### config.mk
export PLATFORM = sky130hd
export DESIGN_NAME = spi_protocol_monitor
export DESIGN_NICKNAME = d
export VERILOG_FILES = /design/src/rtl/spi_pkg.sv /design/src/rtl/sat_counter.sv /design/src/rtl/spi_protocol_monitor.sv
export SDC_FILE = /design/constraint.sdc
export NUM_CORES = 1
export LEC_CHECK = 0
export BUFFER_PORTS_ARGS = -buffer_cell sky130_fd_sc_hd__buf_2
export CAP_MARGIN = 5
export CORE_UTILIZATION = 59
export DETAILED_ROUTE_END_ITERATION = 7
export GPL_TIMING_DRIVEN = 0
export PLACE_DENSITY = 0.85
export SYNTH_ARGS = -nofsm -noshare
export SYNTH_HDL_FRONTEND = slang
export SYNTH_SLANG_ARGS = --single-unit
### constraint.sdc
create_clock -name SCK -period 5.2 [get_ports SCK]
set_input_delay 0 -clock SCK [delete_from_list [all_inputs] [get_ports SCK]]
set_output_delay 0 -clock SCK [all_outputs]
set_load 0.02 [all_outputs]
### src/rtl/spi_pkg.sv
// ---------------------------------------------------------------------------
// spi_pkg
// Shared definitions for the SPI protocol monitor:
//   cmd_e    - two-bit command field carried at the head of every frame
//   state_e  - monitor FSM states
//   ERR_*    - bit positions inside the sticky err_flags vector
// ---------------------------------------------------------------------------
package spi_pkg;

    typedef enum logic [1:0] {
        CMD_WR_ADDR = 2'b00,
        CMD_WR_DATA = 2'b01,
        CMD_RD_ADDR = 2'b10,
        CMD_RD_DATA = 2'b11
    } cmd_e;

    typedef enum logic [2:0] {
        ST_IDLE       = 3'd0,
        ST_SHIFT      = 3'd1,
        ST_WAIT_VALID = 3'd2,
        ST_WAIT_TX    = 3'd3,
        ST_CHECK_MISO = 3'd4
    } state_e;

    localparam int ERR_EARLY_VALID    = 0;
    localparam int ERR_RXDATA_MISMATCH = 1;
    localparam int ERR_MISSING_VALID  = 2;
    localparam int ERR_VALID_LONG     = 3;
    localparam int ERR_READ_ORDER     = 4;
    localparam int ERR_TX_TIMEOUT     = 5;
    localparam int ERR_MISO_MISMATCH  = 6;
    localparam int ERR_ABORT          = 7;

endpackage

### src/rtl/sat_counter.sv
// ---------------------------------------------------------------------------
// sat_counter
// Saturating up-counter with synchronous clear.
//   clk   - clock (rising edge)
//   rst   - synchronous active-high reset, highest priority
//   clr   - synchronous clear; an inc in the same cycle leaves the count at 1
//   inc   - count one event this cycle
//   count - current value, sticks at all-ones
// ---------------------------------------------------------------------------
module sat_counter #(
    parameter int W = 16
) (
    input  logic         clk,
    input  logic         rst,
    input  logic         clr,
    input  logic         inc,
    output logic [W-1:0] count
);

    logic [W-1:0] count_q;

    always_ff @(posedge clk) begin
        if (rst) begin
            count_q <= '0;
        end else if (clr) begin
            count_q <= inc ? W'(1) : '0;
        end else if (inc && (count_q != '1)) begin
            count_q <= count_q + 1'b1;
        end
    end

    assign count = count_q;

endmodule

### src/rtl/spi_protocol_monitor.sv
// ---------------------------------------------------------------------------
// spi_protocol_monitor
// Passive checker for an SPI slave. It follows each frame on SCK, captures
// the command/payload from MOSI, and checks the slave's rx_valid/rx_data
// report, the read command ordering, the tx_valid turnaround after a
// read-data frame and the MISO bits returned for it.
//
// Ports
//   SCK                    - sole clock, rising edge
//   rst                    - synchronous active-high reset
//   SS_n, MOSI, MISO       - observed SPI lines
//   rx_valid, rx_data      - slave's "frame received" strobe and word
//   tx_valid, tx_data      - slave's "reply loaded" strobe and byte
//   clr                    - synchronous clear of flags and counters
//   err_flags              - sticky per-class error bits (see spi_pkg ERR_*)
//   err_pulse              - one cycle high after any cycle with a new error
//   frame_cnt, err_cnt     - saturating frame / error-cycle counters
//   dbg_state_o            - current FSM state
//
// Valid/ready: there is no handshake; rx_valid and tx_valid are single-cycle
// strobes sampled on SCK and the monitor never back-pressures.
//
// Frame timing: cycle 0 is the edge where SS_n is first sampled low, MOSI
// is captured on cycles 1..N (N = DATA_W+2), rx_valid is expected on cycle
// N+1 only. For read-data frames tx_valid is accepted 1..TX_TIMEOUT cycles
// after cycle N+1, and MISO is compared on the DATA_W cycles that follow.
// ---------------------------------------------------------------------------
module spi_protocol_monitor
    import spi_pkg::*;
#(
    parameter int DATA_W     = 8,
    parameter int TX_TIMEOUT = 4,
    parameter int CNT_W      = 16
) (
    input  logic                SCK,
    input  logic                rst,
    input  logic                SS_n,
    input  logic                MOSI,
    input  logic                MISO,
    input  logic                tx_valid,
    input  logic                rx_valid,
    input  logic [DATA_W-1:0]   tx_data,
    input  logic [DATA_W+1:0]   rx_data,
    input  logic                clr,
    output logic [7:0]          err_flags,
    output logic                err_pulse,
    output logic [CNT_W-1:0]    frame_cnt,
    output logic [CNT_W-1:0]    err_cnt,
    output state_e              dbg_state_o
);

    localparam int N     = DATA_W + 2;
    localparam int CYC_W = $clog2(N + TX_TIMEOUT + DATA_W + 4);

    localparam logic [CYC_W-1:0] CYC_LAST_MOSI = CYC_W'(N);
    localparam logic [CYC_W-1:0] CYC_RX        = CYC_W'(N + 1);
    localparam logic [CYC_W-1:0] CYC_DEADLINE  = CYC_W'(N + 1 + TX_TIMEOUT);
    localparam logic [CYC_W-1:0] CYC_LAST_MISO = CYC_W'(DATA_W - 1);

    state_e              state_q,     state_d;
    logic [CYC_W-1:0]    cyc_q,       cyc_d;
    logic [N-1:0]        shift_q,     shift_d;
    logic [DATA_W-1:0]   txcap_q,     txcap_d;
    logic                addr_seen_q, addr_seen_d;
    logic                ss_q;
    logic [7:0]          err_flags_q;
    logic                err_pulse_q;

    logic [7:0]          err_vec;
    logic                frame_done;
    logic                start;
    cmd_e                cmd;

    // A frame starts only on a falling SS_n; a line left low after a frame
    // has finished does not start another one.
    assign start = ss_q & ~SS_n;
    assign cmd   = cmd_e'(shift_q[N-1 -: 2]);

    always_comb begin
        state_d     = state_q;
        cyc_d       = cyc_q;
        shift_d     = shift_q;
        txcap_d     = txcap_q;
        addr_seen_d = addr_seen_q;
        err_vec     = '0;
        frame_done  = 1'b0;

        case (state_q)
            ST_IDLE: begin
                if (rx_valid && (SS_n || start)) begin
                    err_vec[ERR_EARLY_VALID] = 1'b1;
                end
                if (start) begin
                    state_d = ST_SHIFT;
                    cyc_d   = CYC_W'(1);
                    shift_d = '0;
                end
            end

            ST_SHIFT: begin
                shift_d = {shift_q[N-2:0], MOSI};
                cyc_d   = cyc_q + 1'b1;
                if (rx_valid) begin
                    err_vec[ERR_EARLY_VALID] = 1'b1;
                end
                if (cyc_q == CYC_LAST_MOSI) begin
                    state_d = ST_WAIT_VALID;
                end
            end

            ST_WAIT_VALID: begin
                cyc_d = cyc_q + 1'b1;
                if (cyc_q == CYC_RX) begin
                    if (!rx_valid) begin
                        err_vec[ERR_MISSING_VALID] = 1'b1;
                    end else if (rx_data != shift_q) begin
                        err_vec[ERR_RXDATA_MISMATCH] = 1'b1;
                    end
                    // Ordering is judged on the captured command, whether
                    // or not the slave reported the frame.
                    case (cmd)
                        CMD_RD_ADDR: addr_seen_d = 1'b1;
                        CMD_RD_DATA: begin
                            if (!addr_seen_q) begin
                                err_vec[ERR_READ_ORDER] = 1'b1;
                            end
                            addr_seen_d = 1'b0;
                        end
                        default: ;
                    endcase
                end else begin
                    if (rx_valid) begin
                        err_vec[ERR_VALID_LONG] = 1'b1;
                    end
                    if (cmd == CMD_RD_DATA) begin
                        // This cycle is already the first tx_valid slot.
                        if (tx_valid) begin
                            txcap_d = tx_data;
                            cyc_d   = '0;
                            state_d = ST_CHECK_MISO;
                        end else if (cyc_q == CYC_DEADLINE) begin
                            err_vec[ERR_TX_TIMEOUT] = 1'b1;
                            state_d = ST_IDLE;
                        end else begin
                            state_d = ST_WAIT_TX;
                        end
                    end else begin
                        frame_done = 1'b1;
                        state_d    = ST_IDLE;
                    end
                end
            end

            ST_WAIT_TX: begin
                cyc_d = cyc_q + 1'b1;
                if (tx_valid) begin
                    txcap_d = tx_data;
                    cyc_d   = '0;
                    state_d = ST_CHECK_MISO;
                end else if (cyc_q == CYC_DEADLINE) begin
                    // A timed-out read never reaches its MISO check, so it
                    // is not counted as a completed frame.
                    err_vec[ERR_TX_TIMEOUT] = 1'b1;
                    state_d = ST_IDLE;
                end
            end

            ST_CHECK_MISO: begin
                cyc_d   = cyc_q + 1'b1;
                txcap_d = txcap_q << 1;
                if (MISO != txcap_q[DATA_W-1]) begin
                    err_vec[ERR_MISO_MISMATCH] = 1'b1;
                end
                if (cyc_q == CYC_LAST_MISO) begin
                    frame_done = 1'b1;
                    state_d    = ST_IDLE;
                end
            end

            default: state_d = ST_IDLE;
        endcase

        // Deselect mid-frame overrides every other check of that cycle.
        if ((state_q != ST_IDLE) && SS_n) begin
            err_vec            = '0;
            err_vec[ERR_ABORT] = 1'b1;
            frame_done         = 1'b0;
            addr_seen_d        = addr_seen_q;
            state_d            = ST_IDLE;
        end
    end

    always_ff @(posedge SCK) begin
        if (rst) begin
            state_q     <= ST_IDLE;
            cyc_q       <= '0;
            shift_q     <= '0;
            txcap_q     <= '0;
            addr_seen_q <= 1'b0;
            ss_q        <= 1'b1;
            err_flags_q <= '0;
            err_pulse_q <= 1'b0;
        end else begin
            state_q     <= state_d;
            cyc_q       <= cyc_d;
            shift_q     <= shift_d;
            txcap_q     <= txcap_d;
            addr_seen_q <= addr_seen_d;
            ss_q        <= SS_n;
            err_flags_q <= (clr ? 8'h00 : err_flags_q) | err_vec;
            err_pulse_q <= |err_vec;
        end
    end

    sat_counter #(.W(CNT_W)) u_frame_cnt (
        .clk   (SCK),
        .rst   (rst),
        .clr   (clr),
        .inc   (frame_done),
        .count (frame_cnt)
    );

    sat_counter #(.W(CNT_W)) u_err_cnt (
        .clk   (SCK),
        .rst   (rst),
        .clr   (clr),
        .inc   (|err_vec),
        .count (err_cnt)
    );

    assign err_flags   = err_flags_q;
    assign err_pulse   = err_pulse_q;
    assign dbg_state_o = state_q;

endmodule

==> results.json, run 1 <==
{
  "place_inst": 555,
  "status": "completed",
  "antenna_found_initial": 0,
  "synth.top_cell.area_share_pct": 38.94,
  "r2r_cells": 10,
  "drt_iter0_markers": 209,
  "synth_cells": 414,
  "regToRegSetupSlack_ns": 2.77,
  "fin_setup_tns_ns": 0,
  "cts_sinks": 69,
  "mostFrequentLayoutCell": "buf_2",
  "synthTopCellsByArea": "dfxtp_1, nor2_1, xnor2_1",
  "hold_viol_final": 0,
  "dp_hpwl_um": 6117,
  "cp_max_fo": 10,
  "holdCritPathClass": "primary input to register",
  "layout-drive-gt1-share_pct": 21.23,
  "pin_count": 70,
  "ant_nets": 0,
  "synth_area_leader_cell": "dfxtp_1",
  "routed_wirelength_um": 8686,
  "stdcell_count": 576,
  "crit_type": "register to register",
  "num_vias": 3454,
  "track_usage_pct": 28.94,
  "startpoint_type": "register",
  "clockBufferDepth": 2,
  "cts_resized": 0,
  "portBuffers": 69,
  "skew_ns": 0.008550,
  "die_x_um": 79.54,
  "synth.avg_cell_area_sq_um": 8.568,
  "grt_pass1_vias": 3159,
  "area_growth_pct": 19.12,
  "worstPathRequired_ns": 5.47,
  "grt_pass1_wl_um": 14410,
  "crit_arrival_ns": 2.69,
  "clk_latency_ns": 0.34,
  "synthesis.area_sq_um": 3547,
  "period_share_pct": 46.66,
  "h-tree-depth": 3,
  "max-slew-margin-rel_pct": 27.81,
  "core_sq_um": 5642,
  "start_util_pct": 62.87,
  "grt_max_degree": 12,
  "diodes": 0,
  "nets": 530,
  "async_reset_ff_share_pct": 0,
  "whs_path_depth": 3,
  "r2r_end": "u_err_cnt.count[11]",
  "fp.dieH_um": 79.54,
  "rsz0062_at_grt": "false",
  "p_per_area_nw_per_um2": 253.1,
  "remaining_drc_errors": 0,
  "maxSlewViolCount": 0,
  "worstSetupStartpoint": "cyc_q[1]",
  "end_kind": "register",
  "viasPerCell": 5.997,
  "die_area_sq_um": 6326,
  "worst_pin_slew_ns": 1.075,
  "layout_common_cells": "buf_2, dfxtp_1, nor2_1, nand2_1, a21oi_1",
  "yosysUniqueCellTypes": 56,
  "syn_nets": 445,
  "drv_cap": 0,
  "place_congestion": 0.9183,
  "cts_buffers": 9,
  "row_count": 27,
  "synth_edf_count": 0,
  "ctsRootBufferMaster": "clkbuf_8",
  "synth_warnings": 0,
  "yosysSeqAreaShare_pct": 38.94,
  "first_pass_iters": 5,
  "synth_flop_cell": "dfxtp_1",
  "hold_path_end": "txcap_q[4]",
  "fmax_ghz": 0.4122,
  "setup_violations": 0,
  "overflow": 0,
  "cts_tree": "yes",
  "leakage_nw": 1.709,
  "clk_pin_slew_ns": 0.07,
  "hp-start": "tx_data[4]",
  "period_needed_ns": 2.426,
  "wl_per_cell_um": 15.08,
  "max-vdd-ir-drop_uv": 215.0,
  "fill_cells": 450,
  "ys_seq_elements": 69,
  "r2r_start": "cyc_q[1]"
}
kinds of logic (layout without fill, tap and decap cells):
logic type / count (synthesis) / after routing / synth area share, %
compound gates: 92 / 92 / 18.20
xor+xnor: 24 / 24 / 5.926
fa+ha+maj: 5 / 5 / 1.764
buf+inv: 35 / 125 / 4.762
flops: 69 / 69 / 38.94
mux: 11 / 11 / 3.139
simple gates: 178 / 178 / 27.27
synth_stat cells, drive strengths merged, types with 10 or more instances:
cell type	instances
buf	12
mux2i	10
dfxtp	69
xor2	11
o21ai	16
nor2	52
nor4	12
nand2	30
nand4	10
clkbuf	14
xnor2	13
a22oi	13
nand3	16
nor3	10
a21oi	22
through the flow:
step / utilization (%) / power, mW / setup WS, ns / hold slack [ns] / instance area (sq um)
after floorplan: - / 0.6090 / 3.035 / 0.1066 / 3547
after global placement: 70.59 / 0.6408 / 2.863 / 0.2556 / 3983
after detailed placement: 70.59 / 0.6425 / 2.833 / 0.2837 / 3983
after CTS: 74.89 / 1.072 / 2.809 / 0.001087 / 4225
after global routing: 74.89 / 1.104 / 2.586 / 0.02043 / 4225
final: 74.89 / 1.069 / 2.774 / 0.005297 / 4225
where the power goes:
group          switching, mW  internal (mW)  leakage (nW)
logic                 0.0610         0.0351          1.06
registers            0.00535          0.534         0.557
clock network          0.201          0.233        0.0964
total                  0.267          0.802          1.71
final cells by class:
cell class,instances,area [sq um],share of cell area (%)
multi-input combinational,310,1997,47.26
tap,72,90.09,2.132
clock inverter,4,47.55,1.125
buffer,26,135.1,3.198
sequential,69,1381,32.69
clock buffer,12,145.1,3.435
timing repair buffer,74,395.4,9.357
inverter,9,33.78,0.7995
per-layer routing:
layer,up-vias,track usage (%),wire length (um)
met5,-,0,0
met4,0,12.00,156
met3,19,5.257,464
met2,135,47.86,4001
met1,1612,36.81,4064
li1,1688,-,-
critical path, cell delays in order, from the launching register on:
cell      delay (ns)
dfxtp_1         0.41
ha_1            0.25
and4bb_1        0.23
buf_6           0.14
nand3_1         0.09
a31o_1          0.25
and4_4          0.19
buf_6           0.13
buf_6           0.13
or3_1           0.34
a21oi_1         0.17
how the worst max path moves through the flow:
stage / slack, ns / end / cells past startpoint
after floorplan: 3.04 / u_err_cnt.count[13] / 9
after global placement: 2.86 / u_err_cnt.count[13] / 9
after detailed placement: 2.83 / u_err_cnt.count[11] / 10
after CTS: 2.81 / u_err_cnt.count[11] / 10
after global routing: 2.59 / u_frame_cnt.count[6] / 8
final: 2.77 / u_err_cnt.count[11] / 10
what timing repair did:
| item | 4_1_cts | 5_1_grt |
|---|---|---|
| endpoints found under the setup margin | 0 | 0 |
| setup buffers | 0 | 0 |
| hold endpoints to repair | 5 | 0 |
| hold buffers | 5 | 0 |
sequential cells by signal (all words and copies together) (netlist names), 3 cells and up:
signal             cells
cyc_q                  5
dbg_state_o            3
err_flags              8
shift_q               10
txcap_q                8
u_err_cnt.count       16
u_frame_cnt.count     16
Power figures use the tool's default switching activity.
==> run 2, diff against run 1 <==
Settings changed: ABC_AREA set to 1, CORE_UTILIZATION 59 to 56, PLACE_DENSITY 0.85 to 0.8.
Clock period 5.2 ns to 2.5 ns, I/O delays scaled along.
==> run 2 against run 1 <==
Compared with the run above:
- the flow now finishes with violations (design-rule violations)
- first-iteration DRC count up 36%
- global-route usage down 1.3 points
- synthesized area up 6.8%
- sequential share of layout area down 2.4 points
- cell count up 30%
- clock power up 140%
- worst setup slack worse by 2.4 ns
- maximum frequency up 16%
- cell area up 7.9%
- synthesized cell count up 39%
- power rose to 2.9 times the previous value
- critical path type unchanged
- critical endpoint is now u_err_cnt.count[9]
==> results.json, run 2 <==
{
  "hold_viol_final": 0,
  "synth.top_cell.area_share_pct": 36.47,
  "crit_type": "register to register",
  "clk_pin_slew_ns": 0.08,
  "endpoint": "u_err_cnt.count[9]",
  "routed_wirelength_um": 9505,
  "clk_latency_ns": 0.35,
  "pin_count": 70,
  "period_share_pct": 83.31,
  "synth_cells": 577,
  "synth_edf_count": 0,
  "place_inst": 722,
  "dp_hpwl_um": 6742,
  "drv_cap": 0,
  "setup_violations": 0,
  "grt_pass1_vias": 3727,
  "r2r_start": "u_err_cnt.count[0]",
  "synth_compound_area_share_pct": 11.20,
  "num_vias": 4033,
  "grt_pass1_wl_um": 15910,
  "use_met3_pct": 5.998,
  "use_met2_pct": 47.24,
  "ant_nets": 0,
  "synth_flop_cell": "dfxtp_1",
  "track_usage_pct": 27.65,
  "portBuffers": 68,
  "worst_pin_slew_ns": 0.6144,
  "met1_usage_pct": 33.89,
  "fp.dieH_um": 84.24,
  "synthMuxAreaShare_pct": 0,
  "area_growth_pct": 20.38,
  "overflow": 0,
  "cts_sinks": 69,
  "drt_iter0_markers": 285,
  "wl_per_cell_um": 12.69,
  "placed_area_sq_um": 4224,
  "cts_tree": "yes",
  "ys_seq_elements": 69,
  "stdcell_count": 749,
  "ctsRootBufferMaster": "clkbuf_8",
  "core_sq_um": 6422,
  "layout-drive-gt1-share_pct": 17.41,
  "rsz0062_at_grt": "false",
  "p_per_area_nw_per_um2": 684.9,
  "maxSlewViolCount": 0,
  "ys_top_cells_by_count": "nand2_1, nor2_1, dfxtp_1, inv_1, nand3_1",
  "synth_warnings": 0,
  "fin_hold_ws_ns": 0.01779,
  "synth_area_leader_cell": "dfxtp_1",
  "violations": "design-rule violations",
  "synth_fa_ha_area_share_pct": 1.652,
  "layout_common_cells": "nand2_1, nor2_1, buf_2, dfxtp_1, inv_1",
  "busiest_layer": "met2",
  "die_area_sq_um": 7096,
  "synthesis.area_sq_um": 3787,
  "fmax_ghz": 0.4801,
  "start_util_pct": 58.97,
  "post_cts_buffers": 0,
  "end_kind": "register",
  "regToRegSetupSlack_ns": 0.42,
  "nets": 698,
  "cts_buffers": 9,
  "crit_arrival_ns": 2.33,
  "r2r_cells": 9,
  "synth_top_family_by_area": "simple AND/OR/NAND/NOR gates",
  "synthTopCellsByArea": "dfxtp_1, nand2_1, nor2_1",
  "viasPerCell": 5.385,
  "diodes": 0,
  "mostFrequentLayoutCell": "nand2_1",
  "synth_most_common_cell": "nand2_1",
  "status": "complete, but fails checks",
  "holdCritPathClass": "primary input to register",
  "worstSetupStartpoint": "u_err_cnt.count[0]",
  "antenna_found_initial": 0,
  "skew_ns": 0.007503,
  "max-vdd-ir-drop_uv": 563.6,
  "die_x_um": 84.24,
  "h-tree-depth": 3,
  "synthXorXnorAreaFrac_pct": 3.006,
  "first_pass_iters": 7,
  "synth.avg_cell_area_sq_um": 6.564,
  "max-slew-margin-rel_pct": 58.72,
  "fin_setup_tns_ns": 0,
  "period_needed_ns": 2.083,
  "leakage_nw": 2.077,
  "syn_nets": 608,
  "startpoint_type": "register",
  "cp_max_fo": 10,
  "clockBufferDepth": 2,
  "yosysUniqueCellTypes": 39,
  "grt_max_degree": 12,
  "yosysSeqAreaShare_pct": 36.47,
  "fin_area_sq_um": 4559,
  "async_reset_ff_share_pct": 0,
  "worstPathRequired_ns": 2.75,
  "r2r_end": "u_err_cnt.count[9]",
  "place_congestion": 0.8893,
  "remaining_drc_errors": 14,
  "row_count": 29,
  "synthSimpleGateAreaFrac_pct": 37.96
}
## run 2: cell count changes after synthesis, moves of 10 or more
cell	previous run	this run
o21ai_0	7	20
a31oi_1	0	10
a22oi_1	13	0
mux2i_1	10	0
xnor2_1	13	2
nor2_1	52	82
nand2_1	30	153
inv_1	9	65
nand3_1	16	45
## run 2: final cells by class
cell class | instances | area, sq um
fillers | 574 | 1863
well taps | 77 | 96.34
inverters | 72 | 270.3
clock buffers | 12 | 155.1
repair buffers | 79 | 450.4
plain buffers | 17 | 97.59
clock inverters | 4 | 70.07
multi-input cells | 419 | 2038
flip-flops and latches | 69 | 1381
## run 2: critical path, stage by stage (launching register included)
cell	delay (ns)
dfxtp_1	0.42
ha_1	0.23
nand4_1	0.24
nor3_2	0.32
nand3_2	0.25
buf_2	0.27
nand3_1	0.10
nand2_1	0.05
nand2_1	0.06
nor2_1	0.04
## run 2: repair_timing
action | CTS | global route
hold buffers | 11 | 0
resized for setup | 0 | 0
endpoints found under the hold margin | 11 | 0
## run 2: logic make-up (layout without fill, tap and decap cells)
kind of cell             count (synthesis)  count (layout)
AND/OR/NAND/NOR                        325             325
AO/OA/AOI/OAI                           76              76
buffers and inverters                   89             184
XOR/XNOR                                13              13
adder cells (fa/ha/maj)                  5               5
flip-flops                              69              69
## run 2: worst min-delay path by stage
stage                   from      endpoint  slack (ns)  cells past startpoint
finish              rx_valid  err_flags[3]        0.02                      3
floorplan               SS_n          ss_q        0.11                      2
detailed placement      SS_n          ss_q        0.27                      3
global route        rx_valid  err_flags[0]        0.03                      3
CTS                 rx_valid  err_flags[3]        0.01                      3
global placement        MOSI    shift_q[0]        0.26                      3
## run 2: power by group
group / internal [mW] / total (mW) / switching (mW)
Combinational: 0.272 / 0.813 / 0.540
Sequential: 1.19 / 1.27 / 0.0776
Clock: 0.614 / 1.04 / 0.428
Total: 2.08 / 3.12 / 1.05
## run 2: through the flow
step,power [mW],utilization [%],worst slack [ns]
2_1_floorplan,1.859,-,0.6680
3_3_place_gp,2.056,65.77,0.4456
3_5_place_dp,2.074,65.77,0.4303
4_1_cts,3.115,70.99,0.4217
5_1_grt,3.272,70.99,0.1767
6_report,3.123,70.99,0.4172
## run 2: metal layers
layer / wire length (um) / up-vias
met5: 0 / -
met4: 206 / 0
met3: 561 / 24
met2: 4467 / 136
met1: 4270 / 1837
li1: - / 2036
==> run 3, diff against run 2 <==
Settings changed: CORE_UTILIZATION 56 to 50, PLACE_DENSITY 0.8 to 0.76.
Clock period 2.5 ns to 1.9 ns, I/O delays scaled along.
==> run 3 against run 2 <==
Compared with the run above:
- the flow now finishes without violations
- power up 30%
- critical endpoint is now u_err_cnt.count[13]
- non-clock buffer count grew 10
- cell count grew 4.4%
- routed wire length grew 6.6%
==> results.json, run 3 (synthesis results as in run 2) <==
{
  "track_usage_pct": 26.46,
  "layout_setup_ws_ns": 0.004233,
  "start_util_pct": 51.94,
  "finalPower_mw": 4.069,
  "maxSlewViolCount": 0,
  "cts_tree": "yes",
  "clk_latency_ns": 0.35,
  "pin_count": 70,
  "die_x_um": 89.04,
  "mostFrequentLayoutCell": "nand2_1",
  "grt_pass1_wl_um": 16330,
  "cts_buffers": 9,
  "cts_sinks": 69,
  "cp.buffers_inverters": 1,
  "area_growth_pct": 26.46,
  "critPathSlowestCell": "dfxtp_2",
  "core_sq_um": 7292,
  "wl_per_cell_um": 12.95,
  "slowest_delay_ns": 0.36,
  "die_area_sq_um": 7927,
  "fmax_ghz": 0.5275,
  "drt_iter0_markers": 275,
  "remaining_drc_errors": 0,
  "skew_ns": 0.01568,
  "worstPathRequired_ns": 2.19,
  "ant_nets": 0,
  "crit_arrival_ns": 2.19,
  "fin_util_pct": 65.68,
  "clk_pin_slew_ns": 0.08,
  "dp_hpwl_um": 6909,
  "crit_type": "register to register",
  "first_pass_iters": 5,
  "antenna_found_initial": 0,
  "diodes": 0,
  "max-slew-margin-rel_pct": 62.09,
  "num_vias": 4069,
  "fp.dieH_um": 89.04,
  "worst_pin_slew_ns": 0.5686,
  "path_delay_family": "simple AND/OR/NAND/NOR gates",
  "pre_cts_ws_ns": -0.1712,
  "path_cells": "ha_4 > nand2_2 > nor2_2 > ha_2 > nand2_2 > nor2_2 > nand3_2 > nor2_4 > nor2_4 > nand3_4 > buf_6 > nand3_2 > nand2_1 > nand2_1 > nor2_1",
  "grt_pass1_vias": 3678,
  "setup_violations": 0,
  "p_per_area_nw_per_um2": 849.5,
  "routed_wirelength_um": 10130,
  "period_share_pct": 99.78,
  "overflow": 0,
  "cp_max_fo": 6,
  "place_congestion": 0.8864,
  "ctsRootBufferMaster": "clkbuf_8",
  "fin_hold_ws_ns": 0.02778,
  "clockBufferDepth": 2,
  "nets": 709,
  "grt_max_degree": 13,
  "placed_area_sq_um": 4252,
  "fin_setup_tns_ns": 0,
  "portBuffers": 68,
  "end_kind": "register",
  "layout-drive-gt1-share_pct": 23.28,
  "period_needed_ns": 1.896,
  "fin_area_sq_um": 4790,
  "startpoint_type": "register",
  "h-tree-depth": 3,
  "status": "completed",
  "leakage_nw": 2.154,
  "fill_cells": 686,
  "place_inst": 744,
  "max-vdd-ir-drop_uv": 621.5,
  "layout_common_cells": "nand2_1, nor2_1, buf_2, inv_1, dfxtp_1",
  "rsz0062_at_grt": "true",
  "drv_cap": 0,
  "stdcell_count": 782,
  "viasPerCell": 5.203,
  "row_count": 31,
  "holdCritPathClass": "primary input to register",
  "hold_viol_final": 0
}
## run 3: changes by cell type in the layout (fill, tap and decap cells not counted), moves of 4 or more
cell     delta
buf_4       +9
dfxtp_1     -6
dfxtp_2     +6
nand2_1     -7
nand2_2     +6
nor2_1      -4
nor2_4      +4
nor3_1      -4
## run 3: worst reg2reg max path, stage by stage, from the launching register on
cell	delay [ns]
dfxtp_2	0.36
ha_4	0.14
nand2_2	0.06
nor2_2	0.10
ha_2	0.21
nand2_2	0.06
nor2_2	0.08
nand3_2	0.11
nor2_4	0.13
nor2_4	0.07
nand3_4	0.14
buf_6	0.14
nand3_2	0.07
nand2_1	0.07
nand2_1	0.04
nor2_1	0.08
## run 3: worst paths after layout
path,to,slack (ns),cells past startpoint,from
max reg2reg,u_err_cnt.count[13],0.004,15,cyc_q[1]
min,err_flags[0],0.03,3,rx_valid
min reg2reg,addr_seen_q,0.46,2,addr_seen_q
max,u_err_cnt.count[13],0.004,15,cyc_q[1]
## run 3: final cells by class
type	instances	area [sq um]	share of cell area [%]
Tap cell	99	123.9	2.586
Clock buffer	9	123.9	2.586
Timing Repair Buffer	89	529.3	11.05
Sequential cell	69	1389	29.00
Inverter	72	270.3	5.643
Buffer	17	102.6	2.142
Clock inverter	7	66.31	1.385
Multi-Input combinational cell	420	2185	45.61
## run 3: power breakdown
group          switching, mW  internal (mW)
logic                  0.786          0.431
clock network          0.582          0.599
registers             0.0955           1.58
## run 3: metal layers
layer / global-route usage, % / routed length, um
met5: 0 / 0
met4: 6.061 / 114
met3: 6.002 / 578
met2: 47.48 / 4981
met1: 32.33 / 4453
## run 3: repair_timing
action | in CTS | in global routing
hold endpoints to repair | 11 | 0
gates cloned | 2 | 0
buffers inserted | 6 | 3
setup endpoints to repair | 28 | 39
pin swaps | 8 | 12
gates resized for setup | 17 | 28
hold buffers | 11 | 0
